==> src/rtl/uart_rx_fifo.sv <==
// rtl/uart_rx_fifo.sv - First-word fall-through receive FIFO behind a UART receiver
// Optional feature macro: UART_RX_FIFO_WATERMARK_EN (enables the watermark_o fill-level flag)
module uart_rx_fifo #(
    parameter int DataWidth = 8,
    parameter int Depth     = 16,
    parameter int Watermark = 8
) (
    input  logic                       clk_i,
    input  logic                       rst_i,
    input  logic                       wr_tick_i,
    input  logic [DataWidth-1:0]       wr_data_i,
    input  logic                       rd_i,
    output logic [DataWidth-1:0]       rd_data_o,
    output logic                       empty_o,
    output logic                       full_o,
    output logic [$clog2(Depth):0]     count_o,
    output logic                       overflow_o,
    input  logic                       overflow_clr_i,
    output logic                       watermark_o
);

    localparam int AW = $clog2(Depth);
    localparam int CW = AW + 1;
    localparam logic [CW-1:0] DEPTH_CNT = CW'(Depth);

    logic [DataWidth-1:0] mem [Depth];
    logic [AW-1:0]        wr_ptr;
    logic [AW-1:0]        rd_ptr;
    logic [CW-1:0]        count;
    logic                 overflow;
    logic                 wr_acc;
    logic                 rd_acc;
    logic                 drop;

    assign empty_o = (count == '0);
    assign full_o  = (count == DEPTH_CNT);

    // A full FIFO still takes a write when a pop frees the head slot in the same cycle.
    assign rd_acc = rd_i & ~empty_o;
    assign wr_acc = wr_tick_i & (~full_o | rd_i);
    assign drop   = wr_tick_i & full_o & ~rd_i;

    always_ff @(posedge clk_i) begin
        if (wr_acc) begin
            mem[wr_ptr] <= wr_data_i;
        end
    end

    always_ff @(posedge clk_i or posedge rst_i) begin
        if (rst_i) begin
            wr_ptr   <= '0;
            rd_ptr   <= '0;
            count    <= '0;
            overflow <= 1'b0;
        end else begin
            if (wr_acc) begin
                wr_ptr <= wr_ptr + 1'b1;
            end
            if (rd_acc) begin
                rd_ptr <= rd_ptr + 1'b1;
            end
            if (wr_acc && !rd_acc) begin
                count <= count + 1'b1;
            end else if (rd_acc && !wr_acc) begin
                count <= count - 1'b1;
            end
            // Set beats clear so a byte lost in the clearing cycle is never hidden.
            if (drop) begin
                overflow <= 1'b1;
            end else if (overflow_clr_i) begin
                overflow <= 1'b0;
            end
        end
    end

    assign rd_data_o  = empty_o ? '0 : mem[rd_ptr];
    assign count_o    = count;
    assign overflow_o = overflow;

`ifdef UART_RX_FIFO_WATERMARK_EN
    assign watermark_o = (count >= CW'(Watermark));
`else
    assign watermark_o = 1'b0;
`endif

endmodule

==> config.mk <==
export PLATFORM = sky130hd
export DESIGN_NAME = uart_rx_fifo
export DESIGN_NICKNAME = d
export VERILOG_FILES = /design/src/rtl/uart_rx_fifo.sv
export SDC_FILE = /design/constraint.sdc
export NUM_CORES = 1
export LEC_CHECK = 0
export BUFFER_PORTS_ARGS = -buffer_cell sky130_fd_sc_hd__buf_4
export CORE_MARGIN = 2
export CORE_UTILIZATION = 45
export DETAILED_ROUTE_END_ITERATION = 10
export SYNTH_ARGS = -nofsm -noshare
export SYNTH_HDL_FRONTEND = slang
export SYNTH_SLANG_ARGS = --single-unit
==> constraint.sdc <==
create_clock -name clk_i -period 4.95 [get_ports clk_i]
set_clock_uncertainty 0.05 [all_clocks]
set_input_delay 0.99 -clock clk_i [delete_from_list [all_inputs] [get_ports clk_i]]
set_output_delay 0.99 -clock clk_i [all_outputs]
set_load 0.005 [all_outputs]
==> results of run 1 <==
[path summary, 6_finish.rpt]
path,to,slack [ns],depth (start not counted)
setup / recovery,rd_data_o[5],1.07,6
hold / removal,rd_ptr[3],0.42,1
setup reg to reg,count_o[4],1.40,10
hold reg to reg,rd_ptr[3],0.42,1
max in group asynchronous,rd_ptr[0],3.85,2
min in group asynchronous,count_o[0],0.59,2
[critical path: stages (launching register included)]
cell and delay, ns:
sky130_fd_sc_hd__dfrtp_1 0.88, sky130_fd_sc_hd__buf_4 0.36, sky130_fd_sc_hd__mux4_1 0.56, sky130_fd_sc_hd__mux2_2 0.27, sky130_fd_sc_hd__o21ai_1 0.11, sky130_fd_sc_hd__a21oi_1 0.07, sky130_fd_sc_hd__buf_4 0.17
[per-stage QoR]
stage	setup slack, ns	cells	power, mW	util, %
6_report	1.07	522	3.95	53.0
5_1_grt	0.865	522	4.15	53.0
4_1_cts	0.986	522	4.00	53.0
3_5_place_dp	1.37	491	2.84	48.8
3_3_place_gp	1.43	491	2.82	48.8
2_1_floorplan	1.72	303	2.49	-
[layout by cell type, fill, tap and decap left out, drive strengths merged, types with 3 or more instances in the layout]
| master | count |
|---|---|
| nor2 | 13 |
| o21ai | 11 |
| nand2b | 3 |
| edfxtp | 128 |
| mux4 | 32 |
| clkinv | 10 |
| a21oi | 10 |
| inv | 8 |
| nor3 | 5 |
| dfrtp | 14 |
| mux2 | 10 |
| clkbuf | 19 |
| nand2 | 9 |
| mux2i | 8 |
| buf | 33 |
| ha | 9 |
| xnor2 | 8 |
[layer usage]
layer  global-route usage (%)  vias up
li1                         -     1284
met1                     22.5     1405
met2                     25.1       63
met3                     4.63        4
met4                     7.14        0
met5                        0        -
[power breakdown]
group | internal [mW] | switching [mW]
Clock | 0.722 | 0.435
Combinational | 0.606 | 0.511
Sequential | 1.47 | 0.199
[kinds of logic (layout without fill, tap and decap cells)]
logic type | after synthesis | after routing | share of synthesized area, %
AND/OR/NAND/NOR | 37 | 37 | 2.95
adder cells (fa/ha/maj) | 10 | 10 | 2.25
AO/OA/AOI/OAI | 29 | 29 | 2.97
XOR/XNOR | 9 | 9 | 1.34
other | 1 | 1 | 0.0637
multiplexers | 50 | 50 | 16.1
flip-flops | 142 | 142 | 71.2
buffers and inverters | 25 | 72 | 3.10
[state kept, by name (all words and copies together) (netlist names)]
name,flops
rd_ptr,4
wr_ptr,4
overflow_o,1
count_o,5
mem,128
[cell type report]
class / count / area [um2]
Timing Repair Buffer: 33 / 248
Inverter: 8 / 30.0
Multi-Input combinational cell: 136 / 1520
Fill cell: 1046 / 5980
Sequential cell: 142 / 4200
Clock inverter: 12 / 103
Clock buffer: 19 / 433
Tap cell: 172 / 215
==> metrics.cfg, run 1 <==
[logic_synthesis]
ys_seq_area_share_pct = 71.2
cell_taking_the_most_area_after_synthesis = sky130_fd_sc_hd__edfxtp_1
synthesis.nets = 326
share_of_synthesized_registers_carrying_an_async_set_or_reset_pct = 9.86
avg_synthesized_cell_area_um2 = 19.4
gate_count_of_the_mapped_netlist = 303
synth.cell_area_um2 = 5890
post_synth_num_cell_types = 42
yosys.area.top_type_share_pct = 65.3
synthesis.yosys.warnings = 0
edff_count_synth = 128
yosys_register_bits = 142
most_frequently_used_flop_master_after_synthesis = sky130_fd_sc_hd__edfxtp_1
synth.top_cells.by_count = 128 x sky130_fd_sc_hd__edfxtp_1, 23 x sky130_fd_sc_hd__mux4_2, 14 x sky130_fd_sc_hd__dfrtp_1, 13 x sky130_fd_sc_hd__nor2_1
post-synth-top-count-cell = sky130_fd_sc_hd__edfxtp_1
yosys-top-cells-area = sky130_fd_sc_hd__edfxtp_1 65%, sky130_fd_sc_hd__mux4_2 8.8%, sky130_fd_sc_hd__dfrtp_1 5.9%

[min_path]
timing.hold.worst.class = flop to flop
timing.hold.worst.start = rd_ptr[3]

[die]
placement_rows = 41
chipWidth_um = 118
floorplan.core_area_um2 = 12700
die_area_um2 = 14000
top_level_ports = 30
start_util_pct = 46.3
chipHeight_um = 118

[cells_and_area]
final_layout_size_suffix_gt1_share_pct = 26.6
final_design_area_no_fill_um2 = 6750
diodes = 0
area_added_between_synthesis_and_finish_pct = 14.6
design.final.nets = 361

[critical_path]
required_ns = 3.91
worst-setup-path-type = flop to output port
startpoint_type = flop
rr_startpoint = count_o[0]
critical_path_arrival_ns = 2.84
crit_path_max_fanout = 16
timing.critical_path.from = rd_ptr[1]
timing.critical_path.to_type = output port

[place]
placed_area_um2 = 6210
numPortBuffers = 28
detailed_place_hpwl_mm = 6.82
place.gp.congestion = 0.752

[pwr]
power.density_cell_area_nw_per_um2 = 585
leakage_power_nw = 2.33
maximum_vdd_drop_v = 0.000262

[global_routing]
grt_max_degree = 28
grt_pass1_vias = 2823
grt_first_pass_wirelength_mm = 16.6
global_route.overflow_total = 0
track_usage_pct = 16.5
initial_antenna_violation_count = 0

[timing]
worst_slew_pin_slew_ns = 0.984
final_hold_viol_count = 0
fin_tns_setup_ns = 0
timing.final.max_slew_violations = 0
report.final.setup_viol = 0
setup_repair_after_global_routing_missed_its_margin = false
finalWorstPathRequiredPeriod_ns = 3.88
fin_hold_ws_ns = 0.423
post-route-period-util_pct = 78.4
timing.max_slew.rel_slack_pct = 34.2
achievable-frequency_ghz = 0.258

[clock_network]
tritoncts = built
numClockSinks = 142
cts-htree-levels = 4
clk_latency_ns = 0.41
clk_path_buf_depth = 2
post_cts.repair.setup_buffers = 0
cts_hold_buf = 0
numCtsBuffers = 17
clock-root-buffer = sky130_fd_sc_hd__clkbuf_16
cts_resized = 0
worst_setup_hold_path_clk_slew_ns = 0.05

[routing]
drtAntennaViolNets = 0
detailroute.via_count = 2756
wirelength_met1_mm = 4.94
first_iter_violations = 187
dr_wl_met2_mm = 5.37
top_layer_used = met4
drc_errors = 0
vias_per_cell = 5.28
routed-wl-met3_um = 426
detail_route.first_pass.iterations = 4
wl_per_instance_um = 20.7
totalWireLength_mm = 10.8

[job]
drv.max_cap_violation_count = 0

[run_status]
status = finished, final reports clean

Note: power is estimated with default switching activity, not from simulation.
==> run 2, diff against run 1 <==
==> constraint.sdc (replaced) <==
create_clock -name clk_i -period 3.56 [get_ports clk_i]
set_clock_uncertainty 0.05 [all_clocks]
set_input_delay 0.712 -clock clk_i [delete_from_list [all_inputs] [get_ports clk_i]]
set_output_delay 0.712 -clock clk_i [all_outputs]
set_load 0.005 [all_outputs]
==> run 2 against run 1 <==
Wire length shrank 1.5%. Critical endpoint is now count_o[4]. Critical path type is now flop to flop. Clock power increased by 46%. Largest cell class unchanged. Via count rose by 2.2%.
==> metrics.cfg, run 2 (same netlist as run 1, synthesis figures left out) <==
[pwr]
power_switching_share_pct = 28.9  ; was 29.0%
total_switching_power_mw = 1.62  ; was 1.15 mW
power.clock.fraction_pct = 30.1  ; was 29.3%
leakage_power_nw = 2.41  ; was 2.33 nW
p_total_mw = 5.61  ; was 3.95 mW
maximum_vdd_drop_v = 0.000557  ; was 0.000262 V
internal_power_mw = 3.99  ; was 2.80 mW
power.density_cell_area_nw_per_um2 = 815  ; was 585 nW/um2
p_seq_share_pct = 39.4  ; was 42.4%
combinational_share_of_power_pct = 30.5  ; was 28.3%

[routing]
totalWireLength_mm = 10.6  ; was 10.8 mm
vias_per_cell = 5.28  ; about the same
drtAntennaViolNets = 0  ; unchanged
drc_errors = 0  ; unchanged
wl_per_instance_um = 19.9  ; was 20.7 um
first_iter_violations = 234  ; was 187
detailroute.via_count = 2816  ; was 2756
detail_route.first_pass.iterations = 4  ; unchanged

[cells_and_area]
register_ranked_first_by_flip_flop_count = mem  ; unchanged
design.final.nets = 371  ; was 361
final_cell_mix = 128 x sky130_fd_sc_hd__edfxtp_1, 41 x sky130_fd_sc_hd__buf_4, 23 x sky130_fd_sc_hd__mux4_2  ; was 128 x sky130_fd_sc_hd__edfxtp_1, 33 x sky130_fd_sc_hd__buf_4, 23 x sky130_fd_sc_hd__mux4_2
largest_register_ffs = 128  ; unchanged
diodes = 0  ; unchanged
nFillCells = 1019  ; was 1046
area.sequential_um2 = 4190  ; was 4200 um2
final_layout_size_suffix_gt1_share_pct = 30.2  ; was 26.6%
mostFrequentLayoutCell = sky130_fd_sc_hd__edfxtp_1  ; unchanged
multi_input_comb_area_um2 = 1510  ; was 1520 um2
area_added_between_synthesis_and_finish_pct = 16.8  ; was 14.6%
stdcell_count = 533  ; was 522

[die]
top_level_ports = 30  ; unchanged
floorplan.core_area_um2 = 12700  ; unchanged
start_util_pct = 46.3  ; unchanged
die_area_um2 = 14000  ; unchanged
placement_rows = 41  ; unchanged
chipWidth_um = 118  ; unchanged
chipHeight_um = 118  ; unchanged

[clock_network]
numCtsBuffers = 17  ; unchanged
cts_resized = 0  ; unchanged
clk_latency_ns = 0.42  ; was 0.41 ns
cts_hold_buf = 0  ; unchanged
numClockSinks = 142  ; unchanged
cts-htree-levels = 4  ; unchanged
tritoncts = built  ; unchanged
post_cts.repair.setup_buffers = 0  ; unchanged
clk_path_buf_depth = 2  ; unchanged
clock-root-buffer = sky130_fd_sc_hd__clkbuf_16  ; unchanged
worst_setup_hold_path_clk_slew_ns = 0.06  ; was 0.05 ns

[global_routing]
grt_max_degree = 36  ; was 28
track_usage_pct = 16.6  ; was 16.5%
grt_pass1_vias = 2952  ; was 2823
grt_first_pass_wirelength_mm = 16.7  ; was 16.6 mm
global_route.overflow_total = 0  ; unchanged
initial_antenna_violation_count = 0  ; unchanged

[timing]
worst_slew_pin_slew_ns = 0.861  ; was 0.984 ns
final_hold_viol_count = 0  ; unchanged
setup_repair_after_global_routing_missed_its_margin = false  ; unchanged
report.final.setup_viol = 0  ; unchanged
timing.final.max_slew_violations = 0  ; unchanged
post-route-period-util_pct = 88.7
finalWorstPathRequiredPeriod_ns = 3.16
achievable-frequency_ghz = 0.317
timing.max_slew.rel_slack_pct = 42.4  ; was 34.2%
fin_tns_setup_ns = 0  ; unchanged

[critical_path]
startpoint_type = flop  ; unchanged
crit_chain = nor4_2, nand2b_1, nand2_1, ha_1, inv_1, fa_1, a21o_1, a2111oi_0, a31oi_1, a221o_1  ; was buf_4, mux4_1, mux2_2, o21ai_1, a21oi_1, buf_4
required_ns = 3.82  ; was 3.91 ns
timing.critical_path.to_type = flop  ; was output port
worst-setup-path-type = flop to flop  ; was flop to output port
max_stage_delay_ns = 0.46  ; was 0.88 ns
crit_path_max_fanout = 6  ; was 16
critical_path_arrival_ns = 3.42  ; was 2.84 ns
crit_slowest_cell = sky130_fd_sc_hd__a2111oi_0  ; was sky130_fd_sc_hd__dfrtp_1

[min_path]
timing.hold.worst.class = input pin to async pin  ; was flop to flop

[place]
detailed_place_hpwl_mm = 6.70  ; was 6.82 mm
place_inst = 501  ; was 491
numPortBuffers = 28  ; unchanged
place.gp.congestion = 0.748  ; was 0.752

[job]
drv.max_cap_violation_count = 0  ; unchanged

[run_status]
status = finished, final reports clean  ; unchanged

[run 2: cell count changes in the layout (fill, tap and decap cells not counted), sizes merged]
cell / previous run / this run
clkinvlp: 0 / 3
buf: 33 / 43
bufinv: 2 / 1
clkinv: 10 / 7
clkbuf: 19 / 21
[run 2: path summary, 6_finish.rpt]
kind / start / end / slack, ns / cells past startpoint
setup reg to reg: count_o[0] / count_o[4] / 0.40 / 10
min in group clk_i: rd_ptr[3] / rd_ptr[3] / 0.44 / 1
hold / removal: rst_i / count_o[0] / 0.29 / 2
setup / recovery: count_o[0] / count_o[4] / 0.40 / 10
hold reg to reg: rd_ptr[3] / rd_ptr[3] / 0.44 / 1
max in group asynchronous: rst_i / rd_ptr[3] / 2.81 / 2
[run 2: routing by layer]
layer | vias up | GRT usage [%] | wire (um)
li1 | 1299 | - | -
met1 | 1446 | 20.9 | 4640
met2 | 61 | 26.8 | 5390
met3 | 10 | 4.54 | 430
met4 | 0 | 7.66 | 164
met5 | - | 0 | 0
[run 2: final cells by class]
| cell class | count | area share (%) |
|---|---|---|
| multi-input cells | 136 | 22.0 |
| well taps | 172 | 3.13 |
| clock buffers | 21 | 7.15 |
| clock inverters | 11 | 1.27 |
| inverters | 8 | 0.437 |
| repair buffers | 43 | 5.06 |
| flip-flops and latches | 142 | 61.0 |
[run 2: power by group through the flow]
| stage | Combinational (mW) | Sequential (mW) | Clock, mW |
|---|---|---|---|
| finish | 1.71 | 2.21 | 1.69 |
| global route | 1.88 | 2.24 | 1.78 |
| CTS | 1.75 | 2.21 | 1.71 |
| detailed placement | 1.75 | 2.24 | 0 |
| global placement | 1.74 | 2.23 | 0 |
| floorplan | 1.31 | 2.16 | 0 |
[run 2: critical path, delay by kind of cell (launching register included)]
kind / cells / cell delay, ns
DFF: 1 / 0.45
AOI/OAI and AO/OA: 4 / 1.08
adders and majority gates: 2 / 0.64
buffers and inverters: 1 / 0.13
and+or+nand+nor: 3 / 0.70
[run 2: through the flow]
stage | setup WS, ns | hold slack [ns] | instance area (um2) | util, %
floorplan | 0.607 | 0.437 | 5890 | -
global placement | 0.517 | 0.417 | 6300 | 49.5
detailed placement | 0.374 | 0.427 | 6300 | 49.5
CTS | 0.365 | 0.297 | 6880 | 54.1
global route | 0.0985 | 0.333 | 6880 | 54.1
finish | 0.402 | 0.286 | 6880 | 54.1
==> run 3, diff against run 2 <==
--- a/config.mk
+++ b/config.mk
@@ -6,9 +6,12 @@
 export NUM_CORES = 1
 export LEC_CHECK = 0
 export BUFFER_PORTS_ARGS = -buffer_cell sky130_fd_sc_hd__buf_4
-export CORE_MARGIN = 2
+export CELL_PAD_IN_SITES_DETAIL_PLACEMENT = 1
+export CELL_PAD_IN_SITES_GLOBAL_PLACEMENT = 1
+export CORE_MARGIN = 1
 export CORE_UTILIZATION = 45
 export DETAILED_ROUTE_END_ITERATION = 10
+export PLACE_DENSITY = 0.69
 export SYNTH_ARGS = -nofsm -noshare
 export SYNTH_HDL_FRONTEND = slang
 export SYNTH_SLANG_ARGS = --single-unit
==> run 3 against run 2 <==
Fmax decreased by 3.4%. Worst hold slack improved by 0.024 ns. Critical path depth unchanged. Design area about the same. Wire length increased by 15%. Cell count increased by 0.19%. Sequential share of layout area about the same. Combinational power increased by 4%. Critical path type unchanged. Highest routed layer unchanged.
==> metrics.cfg, run 3 (same netlist as run 1, synthesis figures left out) <==
[cells_and_area]
area_added_between_synthesis_and_finish_pct = 16.8  ; about the same
final_cell_mix = 128 x sky130_fd_sc_hd__edfxtp_1, 43 x sky130_fd_sc_hd__buf_4, 23 x sky130_fd_sc_hd__mux4_2  ; was 128 x sky130_fd_sc_hd__edfxtp_1, 41 x sky130_fd_sc_hd__buf_4, 23 x sky130_fd_sc_hd__mux4_2
mostFrequentLayoutCell = sky130_fd_sc_hd__edfxtp_1  ; unchanged
area.sequential_um2 = 4190  ; unchanged
register_ranked_first_by_flip_flop_count = mem  ; unchanged
largest_register_ffs = 128  ; unchanged
diodes = 0  ; unchanged
design.final.nets = 373  ; was 371
nFillCells = 1163  ; was 1019
multi_input_comb_area_um2 = 1510  ; unchanged
final_layout_size_suffix_gt1_share_pct = 28.2  ; was 30.2%

[global_routing]
grt_pass1_vias = 3166  ; was 2952
grt_first_pass_wirelength_mm = 18.6  ; was 16.7 mm
grt_max_degree = 33  ; was 36
global_route.overflow_total = 0  ; unchanged
initial_antenna_violation_count = 0  ; unchanged
track_usage_pct = 20.3  ; was 16.6%

[die]
placement_rows = 41  ; unchanged
floorplan.core_area_um2 = 12700  ; about the same
chipHeight_um = 116  ; was 118 um
start_util_pct = 46.5  ; was 46.3%
die_area_um2 = 13500  ; was 14000 um2
chipWidth_um = 116  ; was 118 um
top_level_ports = 30  ; unchanged

[routing]
top_layer_used = met4  ; unchanged
drc_errors = 0  ; unchanged
vias_per_cell = 5.48  ; was 5.28
routed-wl-met3_um = 352  ; was 430 um
drtAntennaViolNets = 0  ; unchanged
detail_route.first_pass.iterations = 4  ; unchanged
dr_wl_met2_mm = 6.26  ; was 5.39 mm
wl_per_instance_um = 22.9  ; was 19.9 um
wirelength_met1_mm = 5.41  ; was 4.64 mm
detailroute.via_count = 2924  ; was 2816
totalWireLength_mm = 12.2  ; was 10.6 mm
first_iter_violations = 223  ; was 234

[place]
place.gp.congestion = 0.696  ; was 0.748
detailed_place_hpwl_mm = 7.70  ; was 6.70 mm
numPortBuffers = 28  ; unchanged

[critical_path]
timing.critical_path.to_type = flop  ; unchanged
max_stage_delay_ns = 0.46  ; about the same
crit_slowest_cell = sky130_fd_sc_hd__dfrtp_1  ; was sky130_fd_sc_hd__a2111oi_0
startpoint_type = flop  ; unchanged
worst-setup-path-type = flop to flop  ; unchanged
critical_path_arrival_ns = 3.51  ; was 3.42 ns
required_ns = 3.80  ; was 3.82 ns
crit_path_max_fanout = 6  ; unchanged
crit_chain = nor4_2, nand2b_1, nand2_1, ha_1, inv_1, fa_1, a21o_1, a2111oi_0, a31oi_1, a221o_1  ; unchanged
worst-r2r-setup-slack_ns = 0.29  ; was 0.40 ns
rr_startpoint = count_o[0]  ; unchanged
critical_path.reg2reg.endpoint = count_o[4]  ; unchanged
cells_on_worst_reg2reg_path = 10  ; unchanged

[clock_network]
clk_latency_ns = 0.41  ; was 0.42 ns
tritoncts = built  ; unchanged
post_cts.repair.setup_buffers = 0  ; unchanged
clk_path_buf_depth = 2  ; unchanged
numClockSinks = 142  ; unchanged
cts_hold_buf = 0  ; unchanged
clock-root-buffer = sky130_fd_sc_hd__clkbuf_16  ; unchanged
cts_resized = 0  ; unchanged
worst_setup_hold_path_clk_slew_ns = 0.06  ; about the same
numCtsBuffers = 17  ; unchanged
cts-htree-levels = 4  ; unchanged

[pwr]
power.density_cell_area_nw_per_um2 = 830  ; was 815 nW/um2
leakage_power_nw = 2.41  ; about the same
maximum_vdd_drop_v = 0.000524  ; was 0.000557 V

[timing]
timing.max_slew.rel_slack_pct = 36.0  ; was 42.4%
worst_slew_pin_slew_ns = 0.956  ; was 0.861 ns
report.final.setup_viol = 0  ; unchanged
post-route-period-util_pct = 91.8  ; was 88.7%
fin_tns_setup_ns = 0  ; unchanged
fin_hold_ws_ns = 0.310  ; was 0.286 ns
timing.final.max_slew_violations = 0  ; unchanged
setup_repair_after_global_routing_missed_its_margin = false  ; unchanged
finalWorstPathRequiredPeriod_ns = 3.27  ; was 3.16 ns
achievable-frequency_ghz = 0.306  ; was 0.317 GHz
final_hold_viol_count = 0  ; unchanged

[job]
drv.max_cap_violation_count = 0  ; unchanged

[run_status]
status = finished, final reports clean  ; unchanged

[min_path]
timing.hold.worst.class = input pin to async pin  ; unchanged

## run 3: final cells by class
cell class | count | share of cell area, %
repair buffers | 45 | 5.28
clock buffers | 22 | 6.46
multi-input cells | 136 | 22.0
clock inverters | 9 | 1.73
well taps | 172 | 3.13
flip-flops and latches | 142 | 61.0
inverters | 8 | 0.437
## run 3: worst max-delay path: cells and delay by family (launching register included)
| family | cells | cell delay [ns] |
|---|---|---|
| buffers and inverters | 1 | 0.13 |
| adder cells (fa/ha/maj) | 2 | 0.64 |
| flip-flops | 1 | 0.46 |
| AND/OR/NAND/NOR | 3 | 0.72 |
| AO/OA/AOI/OAI | 4 | 1.15 |
## run 3: through the flow
step	power [mW]	instances	setup WS [ns]	area (um2)	util, %
after floorplan	3.47	303	0.607	5890	-
after global placement	3.98	503	0.496	6310	49.8
after detailed placement	4.06	503	0.302	6310	49.8
after CTS	5.78	534	0.291	6880	54.3
after global routing	5.98	534	0.0854	6880	54.3
final	5.71	534	0.291	6880	54.3
## run 3: how the worst max path moves through the flow
| stage | startpoint | to | slack, ns |
|---|---|---|---|
| 2_1_floorplan | rd_i | count_o[4] | 0.61 |
| 3_3_place_gp | count_o[0] | count_o[4] | 0.50 |
| 3_5_place_dp | count_o[0] | count_o[4] | 0.30 |
| 4_1_cts | count_o[0] | count_o[4] | 0.29 |
| 5_1_grt | count_o[0] | count_o[4] | 0.09 |
| 6_report | count_o[0] | count_o[4] | 0.29 |
## run 3: power breakdown
part / switching (mW) / internal [mW]
clock: 0.628 / 1.09
combinational: 0.865 / 0.900
sequential: 0.178 / 2.05
## run 3: layer usage
layer	global-route usage, %	up-vias
met1	25.4	1552
met5	0	-
li1	-	1308
met2	33.6	46
met4	7.61	0
met3	5.76	18
